$ cat src/rtl/fourteen_to_one_serializer_fsm.sv
// fourteen_to_one_serializer_fsm
//
// FSM-driven parallel-to-serial transmitter for the 1-to-14 slave-select link.
// A word is captured when start is seen in IDLE. It is framed by ss low and
// shifted out MSB first, each bit held for BIT_CYCLES clocks. After the frame,
// done stays high until the client acknowledges it.
//
// Ports:
//   clock    - system clock, rising-edge active
//   resetn   - asynchronous active-low reset
//   start    - send request, sampled only in IDLE
//   data_in  - parallel word, captured on the accepting edge
//   Ack      - acknowledge of done, honoured only in DONE
//   ss       - active-low frame select to the receiver
//   data_out - serial data, MSB first
//   busy     - high in SHIFT and DONE
//   done     - high in DONE
//   y_Q      - current state (IDLE=00, SHIFT=01, DONE=10)
module fourteen_to_one_serializer_fsm #(
  parameter int unsigned DATA_WIDTH = 14,
  parameter int unsigned BIT_CYCLES = 1,
  parameter int unsigned DIV_W      = 8
) (
  input  logic                  clock,
  input  logic                  resetn,
  input  logic                  start,
  input  logic [DATA_WIDTH-1:0] data_in,
  input  logic                  Ack,
  output logic                  ss,
  output logic                  data_out,
  output logic                  busy,
  output logic                  done,
  output logic [1:0]            y_Q
);

  localparam int unsigned BitW = $clog2(DATA_WIDTH);
  localparam logic [BitW-1:0]  BitLast = BitW'(DATA_WIDTH - 1);
  localparam logic [DIV_W-1:0] DivLast = DIV_W'(BIT_CYCLES - 1);

  typedef enum logic [1:0] {
    StIdle  = 2'b00,
    StShift = 2'b01,
    StDone  = 2'b10
  } state_e;

  state_e                  state_q;
  // The MSB of the word goes straight to data_out at capture, so only the
  // remaining DATA_WIDTH-1 bits need to be stored.
  logic [DATA_WIDTH-2:0]   shift_q;
  logic [BitW-1:0]         bit_cnt_q;
  logic [DIV_W-1:0]        div_cnt_q;
  logic                    ss_q;
  logic                    data_out_q;
  logic                    busy_q;
  logic                    done_q;

  always_ff @(posedge clock or negedge resetn) begin
    if (!resetn) begin
      state_q    <= StIdle;
      shift_q    <= '0;
      bit_cnt_q  <= '0;
      div_cnt_q  <= '0;
      ss_q       <= 1'b1;
      data_out_q <= 1'b0;
      busy_q     <= 1'b0;
      done_q     <= 1'b0;
    end else begin
      case (state_q)
        StIdle: begin
          ss_q       <= 1'b1;
          data_out_q <= 1'b0;
          busy_q     <= 1'b0;
          done_q     <= 1'b0;
          if (start) begin
            shift_q    <= data_in[DATA_WIDTH-2:0];
            bit_cnt_q  <= '0;
            div_cnt_q  <= '0;
            ss_q       <= 1'b0;
            data_out_q <= data_in[DATA_WIDTH-1];
            busy_q     <= 1'b1;
            state_q    <= StShift;
          end
        end

        StShift: begin
          if (div_cnt_q == DivLast) begin
            div_cnt_q <= '0;
            if (bit_cnt_q == BitLast) begin
              ss_q       <= 1'b1;
              data_out_q <= 1'b0;
              done_q     <= 1'b1;
              state_q    <= StDone;
            end else begin
              data_out_q <= shift_q[DATA_WIDTH-2];
              shift_q    <= {shift_q[DATA_WIDTH-3:0], 1'b0};
              bit_cnt_q  <= bit_cnt_q + BitW'(1);
            end
          end else begin
            div_cnt_q <= div_cnt_q + DIV_W'(1);
          end
        end

        StDone: begin
          // start is deliberately not looked at here; a new frame needs a
          // start seen in IDLE, which guarantees the 2-cycle ss-high gap.
          if (Ack) begin
            done_q  <= 1'b0;
            busy_q  <= 1'b0;
            state_q <= StIdle;
          end
        end

        default: begin
          // Illegal encoding 11: fall back to a clean idle.
          state_q    <= StIdle;
          ss_q       <= 1'b1;
          data_out_q <= 1'b0;
          busy_q     <= 1'b0;
          done_q     <= 1'b0;
          bit_cnt_q  <= '0;
          div_cnt_q  <= '0;
        end
      endcase
    end
  end

  assign ss       = ss_q;
  assign data_out = data_out_q;
  assign busy     = busy_q;
  assign done     = done_q;
  assign y_Q      = state_q;

endmodule

$ cat config.mk
export PLATFORM = sky130hd
export DESIGN_NAME = fourteen_to_one_serializer_fsm
export DESIGN_NICKNAME = d
export VERILOG_FILES = /design/src/rtl/fourteen_to_one_serializer_fsm.sv
export SDC_FILE = /design/constraint.sdc
export NUM_CORES = 1
export LEC_CHECK = 0
export BUFFER_PORTS_ARGS = -buffer_cell sky130_fd_sc_hd__buf_2
export CORE_ASPECT_RATIO = 1.1
export CORE_MARGIN = 2
export CORE_UTILIZATION = 56
export DETAILED_ROUTE_END_ITERATION = 6
export GPL_TIMING_DRIVEN = 0
export PLACE_DENSITY = 0.78
export REMOVE_ABC_BUFFERS = 1
export SYNTH_ARGS = -nofsm -noshare
export SYNTH_HDL_FRONTEND = slang
export SYNTH_SLANG_ARGS = --single-unit
$ cat constraint.sdc
create_clock -name clock -period 2.1 [get_ports clock]
set_clock_uncertainty 0.1 [all_clocks]
set_input_delay 0.105 -clock clock [delete_from_list [all_inputs] [get_ports clock]]
set_output_delay 0.105 -clock clock [all_outputs]
set_load 0.01 [all_outputs]
==> results_dict.tcl <==
set metrics [dict create \
    detail_route.wl_per_cell_um 15.3 \
    clk_path_buf_depth 2 \
    ys.flop_type "dfrtp_1" \
    initial_core_util_pct 59.6 \
    ys_types 38 \
    vias 1330 \
    yosys_warnings 0 \
    maxSlewViolCount 0 \
    synth_cells 157 \
    die_height_um 61.3 \
    avgSynthCellArea_um2 10.6 \
    portBuffers 23 \
    p_int_mw 1.54 \
    grt_overflow 0 \
    yosysTopAreaCellShare_pct 44.9 \
    power_leakage_nw 0.900 \
    timing.hold.ws_ps 19.2 \
    first_pass_iters 4 \
    multi_input_area_um2 860 \
    critPathArrivalTime_ps 2210 \
    gp_congestion 0.838 \
    nets 214 \
    fp.dieW_um 56.1 \
    min_path_type "in2reg" \
    clock_sinks 31 \
    detail-route-antenna-nets 0 \
    antenna_cells 0 \
    wirelength_um 3460 \
    fin_crit_sh_pct 97.4 \
    synthToLayoutAreaGrowth_pct 21.4 \
    cts_htree_levels 2 \
    switching_share_pct 32.5 \
    synth_top_area_cell "dfrtp_1" \
    drt_iter0_drc 49 \
    avgViaCountPerCell 5.88 \
    clockRootBuffer "clkbuf_4" \
    dp_hpwl_um 2190 \
    core_area_mm2 0.00280 \
    outcome "finished, final reports clean" \
    grt_first_pass_wirelength_um 5660 \
    path_max_fanout 7 \
    clkSlewWorstSetupHoldPaths_ps 100 \
    die-area_mm2 0.00344 \
    switchingPower_mw 0.739 \
    max_slew_margin_pct 54.5 \
    synth_edf_count 0 \
    netlist_area_mm2 0.00167 \
    clk_latency_ps 340 \
    io_pins 24 \
    maxCapViolations 0 \
    yosysSeqAreaShare_pct 46.5 \
    synth.area.top_cells "dfrtp_1 (45%), mux2_2 (16%), o21ai_0 (3.9%), nand2_1 (3.4%), ha_1 (3.0%)" \
    worst_setup_path_end_kind "flop" \
    first_global_vias 1304 \
    crit_type "reg2reg" \
    start_kind "flop" \
    critical_path_required_ps 2260 \
    row_count 20 \
    grt_max_degree 32 \
    track_usage_pct 21.8 \
    p_seq_share_pct 47.2 \
    hold_viol_final 0 \
    area.sequential_um2 782 \
    remaining_drc_errors 0 \
    cts_buffers 5 \
    layout-drive-gt1-share_pct 40.9 \
    cts_tree "built" \
    synth-seq-cells 31 \
    fillers 210 \
    fin_util_pct 72.4 \
    powerDensity_mw_per_mm2 1120 \
    worst_slew_pin_slew_ps 683 \
    fmax_ghz 0.489 \
    comb_power_share_pct 31.1 \
    fin_crit_ps 2050 \
    synthArstFlopShare_pct 100 \
    setup_viol 0 \
    antenna_found_initial 0 \
    pwr-share-clk_pct 21.7 \
    irDropWorstVdd_uv 785 \
]
==> stage by stage <==
| stage | instances | worst slack (ps) | TNS, ps | area, um^2 | power, mW |
|---|---|---|---|---|---|
| after detailed placement | 207 | -871 | -11840 | 1790 | 1.72 |
| final | 226 | 53.7 | 0 | 2030 | 2.27 |
| after global placement | 207 | -802 | -10510 | 1790 | 1.67 |
| after floorplan | 151 | -406 | -4930 | 1640 | 1.54 |
| after CTS | 221 | 29.0 | 0 | 1970 | 2.24 |
| after global routing | 226 | -6.70 | -6.70 | 2030 | 2.43 |
==> flip-flops by register name (all words and copies together) (netlist names) <==
signal	cells
shift_q	13
data_out	1
done	1
y_Q	2
ss	1
bit_cnt_q	4
busy	1
div_cnt_q	8
==> cells by family after synthesis <==
kind of cell               share of synthesized area, %
buffers and inverters                              4.27
and+or+nand+nor                                    14.7
adders and majority gates                          2.99
xor gates and xnor gates                           1.05
muxes                                              16.2
DFF                                                46.5
AOI/OAI and AO/OA                                  14.4
==> power groups by stage <==
stage	registers (mW)	clock network, mW	logic (mW)
after floorplan	1.03	0	0.517
after global placement	1.05	0	0.618
after detailed placement	1.07	0	0.652
after CTS	1.06	0.506	0.674
after global routing	1.11	0.533	0.789
final	1.07	0.493	0.708
==> what timing repair did <==
item                                    in CTS  in global routing
buffers inserted                             1                  5
resized for setup                            5                  7
endpoints found under the setup margin      23                 17
endpoints found under the hold margin       35                  0
pin swaps                                    1                  2
hold buffers                                 5                  0
==> final cells by class <==
class,instances,share of cell area [%]
clock buffers,6,2.53
repair buffers,34,11.0
flip-flops and latches,31,38.5
well taps,33,2.03
clock inverters,2,1.73
inverters,10,1.85
multi-input cells,110,42.4
==> critical path, stage by stage, from the launching register on <==
cell     delay (ps)
dfrtp_2         470
inv_2            70
ha_2            180
or4b_1          530
o21ai_4         210
buf_4           160
a31oi_1         100
a21oi_1         150
==> routing by layer <==
metal,vias up,share of wire (%),GRT usage (%),wire (um)
li1,636,-,-,-
met1,645,43,25.9,1490
met2,40,50,36.6,1740
met3,9,4.8,7.35,166
met4,0,1.9,9.86,65
met5,-,0,0,0
==> cells in the final DEF, fill, tap and decap left out, types with 2 or more instances in the layout <==
master / n
or3_1: 2
dfrtp_1: 28
a31oi_1: 6
nand2b_1: 3
dlygate4sd3_1: 5
nand4_1: 2
inv_2: 2
buf_2: 23
nor3_1: 2
a21oi_1: 7
ha_1: 3
clkbuf_4: 5
buf_4: 5
mux2_2: 24
nand2_1: 14
xor2_1: 2
o21ai_0: 13
nand3_1: 6
inv_1: 8
nor2_1: 4
==> synth_stat cells, drive strengths merged (3+ instances only) <==
cell type	instances
or3	3
inv	10
ha	4
nand3	6
nor3	3
a21oi	8
mux2	24
a31oi	6
buf	5
nand2	15
nand2b	3
nor2	4
dfrtp	30
o21ai	14
==> final timing paths <==
path / start / end / cells after the start / slack (ps)
min in group asynchronous: resetn / bit_cnt_q[3]$_DFFE_PN0P_ / 2 / 230
worst min register to register: shift_q[2]$_DFFE_PN0P_ / shift_q[2]$_DFFE_PN0P_ / 1 / 410
worst max-delay path: div_cnt_q[0]$_DFFE_PN0P_ / bit_cnt_q[2]$_DFFE_PN0P_ / 7 / 50
max in group asynchronous: resetn / y_Q[0]$_DFFE_PN0P_ / 2 / 1170
worst max register to register: div_cnt_q[0]$_DFFE_PN0P_ / bit_cnt_q[2]$_DFFE_PN0P_ / 7 / 50
worst min-delay path: data_in[6] / shift_q[6]$_DFFE_PN0P_ / 3 / 20
Power figures use the tool's default switching activity.
